## config.mk

```make
export PLATFORM = sky130hd
export DESIGN_NAME = fp_div_nr_seq
export DESIGN_NICKNAME = d
export VERILOG_FILES = /design/src/rtl/fp_div_nr_seq.sv
export SDC_FILE = /design/constraint.sdc
export NUM_CORES = 1
export LEC_CHECK = 0
export BUFFER_PORTS_ARGS = -buffer_cell sky130_fd_sc_hd__clkbuf_2
export CORE_ASPECT_RATIO = 0.8
export CORE_UTILIZATION = 38
export CTS_CLUSTER_DIAMETER = 50
export CTS_CLUSTER_SIZE = 30
export DETAILED_ROUTE_END_ITERATION = 10
export GPL_TIMING_DRIVEN = 0
export PLACE_DENSITY = 0.61
export SLEW_MARGIN = 5
export SYNTH_ARGS = -nofsm -noshare
export SYNTH_HDL_FRONTEND = slang
export SYNTH_SLANG_ARGS = --single-unit
```

## constraint.sdc

```tcl
create_clock -name clk -period 5.3 [get_ports clk]
set_input_delay 0.53 -clock clk [delete_from_list [all_inputs] [get_ports clk]]
set_output_delay 0.53 -clock clk [all_outputs]
set_load 0.1 [all_outputs]
```

## src/rtl/fp_div_nr_seq.sv

```systemverilog
// ---------------------------------------------------------------------------
// fp_div_nr_seq
//
// Sequencer for single-precision division q = n / d by Newton-Raphson
// refinement of a reciprocal seed. It uses one shared external FMA
// unit (a*b + c).
//
//   f0      = seed_f0(d)               from the combinational reciprocal lookup
//   repeat ITERS times:
//     e     = 2 - d*f                  FMA(-d, f, 2.0)
//     f     = f*e                      FMA(f, e, 0)
//   q       = n*f                      FMA(n, f, 0)
//
// IEEE special operands (NaN, zero, infinity) are resolved locally and
// issue no FMA traffic. No rounding fix-up is applied to the final quotient.
//
// Parameters
//   ITERS           number of NR iterations (1..7), two FMA ops each
//   TIMEOUT_CYCLES  watchdog limit per ISSUE/WAIT state (watchdog build only)
//
// Optional feature (compile-time macro): FP_DIV_TIMEOUT_EN
//   When this macro is defined, a watchdog counts cycles spent in each
//   ISSUE/WAIT state. If it expires, the operation ends with result = qNaN
//   and err = 1. When it is undefined, the block waits indefinitely and
//   err is tied to 0.
//
// Ports
//   clk, rst_n                  clock (rising edge), async active-low reset
//   start, op_n, op_d           request pulse (sampled in IDLE) and operands
//   busy, done, result, err     status, one-cycle completion pulse, quotient,
//                               watchdog abort flag
//   seed_d / seed_f0            latched denominator to, and seed from, the
//                               reciprocal lookup
//   fma_req_valid/ready         FMA request handshake
//   fma_a, fma_b, fma_c         FMA operands, held stable while valid
//   fma_resp_valid/data         FMA result return (in order, one outstanding)
// ---------------------------------------------------------------------------
`timescale 1ns/1ps

module fp_div_nr_seq #(
  parameter int ITERS          = 3,
  parameter int TIMEOUT_CYCLES = 255
) (
  input  logic        clk,
  input  logic        rst_n,
  input  logic        start,
  input  logic [31:0] op_n,
  input  logic [31:0] op_d,
  output logic        busy,
  output logic        done,
  output logic [31:0] result,
  output logic        err,
  output logic [31:0] seed_d,
  input  logic [31:0] seed_f0,
  output logic        fma_req_valid,
  input  logic        fma_req_ready,
  output logic [31:0] fma_a,
  output logic [31:0] fma_b,
  output logic [31:0] fma_c,
  input  logic        fma_resp_valid,
  input  logic [31:0] fma_resp_data
);

  if (ITERS < 1 || ITERS > 7 || TIMEOUT_CYCLES < 1) begin : g_bad_param
    $error("fp_div_nr_seq: ITERS must be 1..7 and TIMEOUT_CYCLES >= 1");
  end

  localparam logic [31:0] QNAN    = 32'h7FC0_0000;
  localparam logic [31:0] FP_TWO  = 32'h4000_0000;
  localparam logic [2:0]  ITERS_L = 3'(ITERS);

  typedef enum logic [3:0] {
    S_IDLE,
    S_SEED,
    S_ERR_ISSUE,
    S_ERR_WAIT,
    S_REF_ISSUE,
    S_REF_WAIT,
    S_QUO_ISSUE,
    S_QUO_WAIT,
    S_DONE
  } state_t;

  state_t      state_q, state_d;
  logic [2:0]  iter_q, iter_d;
  logic [31:0] result_q, result_d;
  logic [31:0] d_q, d_d;
  // Datapath registers below carry no reset; they are always written
  // before they are read in any operation.
  logic [31:0] n_q, n_d;
  logic [31:0] f_q, f_d;
  logic [31:0] e_q, e_d;

`ifdef FP_DIV_TIMEOUT_EN
  localparam int          TW       = $clog2(TIMEOUT_CYCLES + 1);
  localparam logic [TW-1:0] TMO_LAST = TW'(TIMEOUT_CYCLES - 1);
  logic [TW-1:0] tmo_q, tmo_d;
  logic          err_q, err_d;
  logic          tmo_state;
`endif

  // ------------------------------------------------------------------------
  // Operand classification on the latched operands
  // ------------------------------------------------------------------------
  logic        n_nan, d_nan, n_inf, d_inf, n_zero, d_zero;
  logic        q_sign;
  logic        special;
  logic [31:0] special_res;

  always_comb begin
    // The zero test ignores the sign bit, so -0 counts as zero.
    // Denormals are treated as ordinary nonzero values.
    n_nan  = (n_q[30:23] == 8'hFF) && (n_q[22:0] != 23'd0);
    d_nan  = (d_q[30:23] == 8'hFF) && (d_q[22:0] != 23'd0);
    n_inf  = (n_q[30:23] == 8'hFF) && (n_q[22:0] == 23'd0);
    d_inf  = (d_q[30:23] == 8'hFF) && (d_q[22:0] == 23'd0);
    n_zero = (n_q[30:0] == 31'd0);
    d_zero = (d_q[30:0] == 31'd0);
    q_sign = n_q[31] ^ d_q[31];

    special     = 1'b1;
    special_res = QNAN;
    if (n_nan || d_nan || (n_zero && d_zero) || (n_inf && d_inf)) begin
      special_res = QNAN;
    end else if (d_zero) begin
      special_res = {q_sign, 8'hFF, 23'd0};
    end else if (d_inf) begin
      special_res = {q_sign, 31'd0};
    end else if (n_zero) begin
      special_res = {q_sign, 31'd0};
    end else if (n_inf) begin
      special_res = {q_sign, 8'hFF, 23'd0};
    end else begin
      special     = 1'b0;
      special_res = 32'd0;
    end
  end

  // ------------------------------------------------------------------------
  // Next-state, datapath capture and FMA request generation
  // ------------------------------------------------------------------------
  always_comb begin
    state_d       = state_q;
    iter_d        = iter_q;
    result_d      = result_q;
    n_d           = n_q;
    d_d           = d_q;
    f_d           = f_q;
    e_d           = e_q;
    fma_req_valid = 1'b0;
    fma_a         = 32'd0;
    fma_b         = 32'd0;
    fma_c         = 32'd0;
`ifdef FP_DIV_TIMEOUT_EN
    err_d         = err_q;
    tmo_d         = '0;
    tmo_state     = 1'b0;
`endif

    unique case (state_q)
      S_IDLE: begin
        if (start) begin
          n_d     = op_n;
          d_d     = op_d;
          state_d = S_SEED;
        end
      end

      S_SEED: begin
        f_d = seed_f0;
        if (special) begin
          result_d = special_res;
          state_d  = S_DONE;
        end else begin
          iter_d  = 3'd0;
          state_d = S_ERR_ISSUE;
        end
      end

      // e = 2 - d*f. The FMA unit has no negate input, so the product is
      // negated by flipping the sign of d.
      S_ERR_ISSUE: begin
        fma_req_valid = 1'b1;
        fma_a         = {~d_q[31], d_q[30:0]};
        fma_b         = f_q;
        fma_c         = FP_TWO;
        if (fma_req_ready) state_d = S_ERR_WAIT;
      end

      S_ERR_WAIT: begin
        if (fma_resp_valid) begin
          e_d     = fma_resp_data;
          state_d = S_REF_ISSUE;
        end
      end

      S_REF_ISSUE: begin
        fma_req_valid = 1'b1;
        fma_a         = f_q;
        fma_b         = e_q;
        fma_c         = 32'd0;
        if (fma_req_ready) state_d = S_REF_WAIT;
      end

      S_REF_WAIT: begin
        if (fma_resp_valid) begin
          f_d    = fma_resp_data;
          iter_d = iter_q + 3'd1;
          if (iter_q + 3'd1 == ITERS_L) state_d = S_QUO_ISSUE;
          else                          state_d = S_ERR_ISSUE;
        end
      end

      S_QUO_ISSUE: begin
        fma_req_valid = 1'b1;
        fma_a         = n_q;
        fma_b         = f_q;
        fma_c         = 32'd0;
        if (fma_req_ready) state_d = S_QUO_WAIT;
      end

      S_QUO_WAIT: begin
        if (fma_resp_valid) begin
          result_d = fma_resp_data;
          state_d  = S_DONE;
        end
      end

      S_DONE: begin
        state_d = S_IDLE;
      end

      default: begin
        state_d = S_IDLE;
      end
    endcase

`ifdef FP_DIV_TIMEOUT_EN
    // The watchdog counts cycles spent in one ISSUE/WAIT state without
    // progress. When it expires, the operation is forced to DONE with a
    // qNaN result. Leaving the issue state drops fma_req_valid on the next
    // cycle. Keeping valid independent of ready in the abort cycle avoids a
    // combinational ready->valid path.
    tmo_state = (state_q == S_ERR_ISSUE) || (state_q == S_ERR_WAIT) ||
                (state_q == S_REF_ISSUE) || (state_q == S_REF_WAIT) ||
                (state_q == S_QUO_ISSUE) || (state_q == S_QUO_WAIT);
    if (state_q == S_DONE) err_d = 1'b0;
    if (tmo_state && (state_d == state_q)) begin
      if (tmo_q == TMO_LAST) begin
        state_d  = S_DONE;
        result_d = QNAN;
        err_d    = 1'b1;
        tmo_d    = '0;
      end else begin
        tmo_d = tmo_q + 1'b1;
      end
    end
`endif
  end

  // ------------------------------------------------------------------------
  // State registers
  // ------------------------------------------------------------------------
  always_ff @(posedge clk or negedge rst_n) begin
    if (!rst_n) begin
      state_q  <= S_IDLE;
      iter_q   <= 3'd0;
      result_q <= 32'd0;
      d_q      <= 32'd0;
`ifdef FP_DIV_TIMEOUT_EN
      tmo_q    <= '0;
      err_q    <= 1'b0;
`endif
    end else begin
      state_q  <= state_d;
      iter_q   <= iter_d;
      result_q <= result_d;
      d_q      <= d_d;
`ifdef FP_DIV_TIMEOUT_EN
      tmo_q    <= tmo_d;
      err_q    <= err_d;
`endif
    end
  end

  always_ff @(posedge clk) begin
    n_q <= n_d;
    f_q <= f_d;
    e_q <= e_d;
  end

  // ------------------------------------------------------------------------
  // Outputs
  // ------------------------------------------------------------------------
  assign busy   = (state_q != S_IDLE);
  assign done   = (state_q == S_DONE);
  assign result = result_q;
  assign seed_d = d_q;
`ifdef FP_DIV_TIMEOUT_EN
  assign err    = err_q;
`else
  assign err    = 1'b0;
`endif

endmodule
```

# After elaboration in Yosys (flattened, before gate mapping)
# Index checks and enable logic that the tools add are counted.
[op_classes] n_addsub=1 eq_ne=20 muxes=31 n_bitwise=2 n_reduce_logical=27
[op_table] operator="$mux 32" n=7
[op_table] operator="$pmux 32 s2" n=3
[op_table] operator="$pmux 32 s3" n=1
[op_table] operator="$logic_not 31->1" n=2
[op_table] operator="$logic_not 23->1" n=2
[op_table] operator="$reduce_bool 23->1" n=2
[op_table] operator="$mux 4" n=8
[op_table] operator="$pmux 4 s8" n=1
[op_table] operator="$mux 31" n=1
[op_table] operator="$ne 2x2->1 const B" n=9
[op_table] operator="$eq 4x3->1 const B" n=4
[op_table] operator="$eq 8x8->1 const B" n=2
[op_table] operator="$mux 3" n=3
[op_table] operator="$eq 4x2->1 const B" n=2
[op_table] operator="$reduce_and 7->1" n=1
[op_table] operator="$logic_and 1x1->1" n=6
[op_table] operator="$mux 1" n=6
[op_table] operator="$pmux 3 s2" n=1
[op_table] operator="$reduce_and 2->1" n=3
[op_table] operator="$reduce_and 3->1" n=2
[op_table] operator="$eq 4x1->1 const B" n=1
[op_table] operator="$eq 4x4->1 const B" n=1
[op_table] operator="$logic_not 4->1" n=1
[op_table] operator="$reduce_bool 2->1" n=2
[op_table] operator="8 further kinds" n=10
[totals] ff_bits=167 inputBits=133

# Logic depth before layout (Yosys ltp)
[logic_depth] word_depth=9 mapped_depth=8 depth_no_buf=6

# Least setup slack after synthesis
# Ideal clock, no wire load.
[synth_path] path_kind="reg2out" startpoint="register state_q[3]" endpoint="output port done" arrival_time_ns=3.794 required_time_ns=4.770 path_slack_ns=0.976 stages_incl_launch_ff=3 path_buffers=1 path_cell_list="dfrtp_1 -> clkbuf_1 -> nor4b_1"
[synth_between] elab_chain_len=1
[synth_lines] element="start, declared" line_no="84" rtl="state_t state_q, state_d;"
[synth_lines] element="start signal, assigned" line_no="275" rtl="state_q <= state_d;"
[synth_lines] element="$eq 4x4->1" line_no="296" rtl="assign done = (state_q == S_DONE);"
[synth_lines] element="end, declared" line_no="50" rtl="output logic done,"
# No other way between the ends.

# Final worst setup path
[layout_path] startpoint="register state_q[3]" endpoint="output port fma_a[22]"
[layout_between] elab_chain_len=2
[layout_lines] element="$eq 4x3->1 or $eq 4x2->1 (tied branches)" line_no="160" rtl="unique case (state_q)"
[layout_lines] element="$pmux 32 s3 *" line_no="160"
[layout_lines] element="end, declared" line_no="57" rtl="output logic [31:0] fma_a,"
# Every way passes the cells marked *; elsewhere a longest branch is shown, timed or not.

==> results.json <==
{
  "initialDrtViolationCount": 580,
  "criticalPathCategory": "flip-flop to output port",
  "finalMaxSlewViolations": 0,
  "place_inst": 1212,
  "status": "finished, final reports clean",
  "die_h_um": 128.1,
  "final_area_um2": 10070,
  "stdcell_count": 1246,
  "core_um2": 19200,
  "vias": 6417,
  "clock_latency_ns": 0.42,
  "wl_per_cell_um": 20.74,
  "worstPathArrival_ns": 3.35,
  "post_cts_resized": 0,
  "synth_cells": 650,
  "critPathLaunchType": "flip-flop",
  "die_w_um": 159.6,
  "end_kind": "output port",
  "cts_inserted_buffers": 17,
  "avgSynthCellArea_um2": 11.61,
  "firstDrtPassIters": 7,
  "synth_area_um2": 7548,
  "antenna_found_initial": 1,
  "max-cap-violations": 0,
  "async_reset_ff_share_pct": 42.51,
  "antenna_left": 0,
  "grt_pass1_wl_mm": 37.87,
  "grt_max_degree": 56,
  "place_area_um2": 9447,
  "clockRootBuffer": "clkbuf_16",
  "drive_gt1_share_pct": 40.12,
  "viasPerCell": 5.150,
  "die-area_um2": 20440,
  "port_buffers": 264,
  "synth_edf_count": 96,
  "clk_pin_slew_ns": 0.07,
  "rsz0062_at_grt": "false",
  "ys.flop_type": "edfxtp_1",
  "hold_class": "input pin to flip-flop",
  "hold_violations": 0,
  "layout_common_cells": "263 x clkbuf_2, 162 x nand2_1, 96 x edfxtp_1",
  "start_util_pct": 39.32,
  "cts.path.max_buffers": 2,
  "ys.warnings.count": 0,
  "post-route-min-period_ns": 3.882,
  "synth-seq-cells": 167,
  "required_ns": 4.77,
  "final_common_cell": "clkbuf_2",
  "routed_wl_mm": 25.84,
  "fmax_mhz": 257.6,
  "cts_setup_buffers": 0,
  "track_usage_pct": 25.49,
  "numClockSinks": 167,
  "cts_tree": "built",
  "seq_area_frac_synth_pct": 61.73,
  "htree_levels": 4,
  "nNetsFinal": 1109,
  "io_pins": 297,
  "overflow": 0,
  "setup_violations": 0,
  "skew_ns": 0.009260,
  "gp_congestion": 0.8800,
  "tightestPinTransition_ns": 0.8450,
  "rows": 45,
  "post-route-period-util_pct": 73.24,
  "drc": 0,
  "crit_fanout": 10,
  "hpwlAfterDp_mm": 19.87,
  "areaGrowthSynthToFinish_pct": 33.42,
  "grt_pass1_vias": 6062,
  "synth.distinct_cells": 45,
  "slew_headroom_pct": 43.67
}
## metal layers
| layer | vias up | share of wire (%) | track usage, % |
|---|---|---|---|
| li1 | 2956 | - | - |
| met5 | - | 0 | 0 |
| met1 | 3117 | 45 | 35.51 |
| met4 | 0 | 0.87 | 6.222 |
| met2 | 329 | 46 | 39.64 |
| met3 | 15 | 8.5 | 6.697 |
## metrics by stage
stage	hold WS, ns	setup WS (ns)	TNS (ns)	utilization, %
final	0.2782	1.418	0	52.45
after global routing	0.2614	1.326	0	52.45
after CTS	0.2593	1.429	0	52.44
after detailed placement	0.4550	1.888	0	49.20
after global placement	0.4672	-1.685	-72.25	48.48
after floorplan	0.2344	0.9761	0	-
## repair_timing
item,4_1_cts,5_1_grt
hold endpoints to repair,16,0
setup endpoints to repair,0,0
hold buffers,1,0
## worst paths after layout
check,start,end,slack (ns),depth (start not counted)
worst max register to register,n_q[0]$_DFFE_PP_,result[1]$_DFFE_PN0P_,2.48,7
min in group asynchronous,rst_n,result[4]$_DFFE_PN0P_,0.55,2
worst max-delay path,state_q[3]$_DFFE_PN0P_,fma_a[22],1.42,6
worst min-delay path,op_n[22],n_q[22]$_DFFE_PP_,0.28,1
max in group asynchronous,rst_n,seed_d[18]$_DFFE_PN0P_,4.15,3
worst min register to register,result[6]$_DFFE_PN0P_,result[6]$_DFFE_PN0P_,0.49,2
## critical path, cell delays in order (launching register included)
cell	delay, ns
dfrtp_1	0.42
clkbuf_1	0.27
nor3_1	0.71
clkbuf_1	0.62
a222oi_1	0.25
inv_1	0.17
clkbuf_2	0.48
## Yosys cell counts, drive strengths merged (2+ instances only)
master | n | area (um^2)
clkbuf | 22 | 82.58
nand2b | 5 | 31.28
mux2 | 32 | 360.4
nor3 | 5 | 25.02
a22o | 32 | 280.3
dfrtp | 71 | 1777
nor2 | 9 | 36.29
edfxtp | 96 | 2883
buf | 47 | 317.8
o22ai | 3 | 18.77
ha | 2 | 25.02
o21ai | 30 | 150.1
nand3 | 3 | 15.01
nor4b | 3 | 26.28
a2bb2oi | 9 | 85.08
nor4 | 17 | 125.1
or4 | 2 | 18.77
a222oi | 31 | 310.3
a21o | 2 | 15.01
inv | 36 | 142.6
nand2 | 162 | 608.1
a21oi | 6 | 33.78
a211oi | 2 | 15.01
nand4 | 8 | 50.05
or2 | 5 | 31.28
o21bai | 2 | 15.01
## final cells by class
type / instances / area (um^2)
Timing Repair Buffer: 274 / 1449
Clock buffer: 19 / 442.9
Multi-Input combinational cell: 409 / 2481
Tap cell: 258 / 322.8
Sequential cell: 167 / 4659
Antenna cell: 1 / 2.502
Fill cell: 1769 / 9129
Clock inverter: 13 / 168.9
Buffer: 69 / 401.6
Inverter: 36 / 142.6
## logic make-up (layout without fill, tap and decap cells)
family                   count (synthesis)  after routing  synth area share (%)
other                                    1             33               0.04968
AO/OA/AOI/OAI                          121            121                 12.71
buffers and inverters                  105            411                 7.194
XOR/XNOR                                 2              2                0.2321
AND/OR/NAND/NOR                        220            220                 12.98
adder cells (fa/ha/maj)                  2              2                0.3315
multiplexers                            32             32                 4.774
flip-flops                             167            167                 61.73
## sequential cells by signal, indices dropped and copies added, names as in the netlist
| name | flops |
|---|---|
| seed_d | 32 |
| iter_q | 3 |
| n_q | 32 |
| state_q | 4 |
| result | 32 |
| e_q | 32 |
| f_q | 32 |
Power is not shown: default switching activity piles up to over one toggle a cycle in this logic, so the estimate is an artifact.
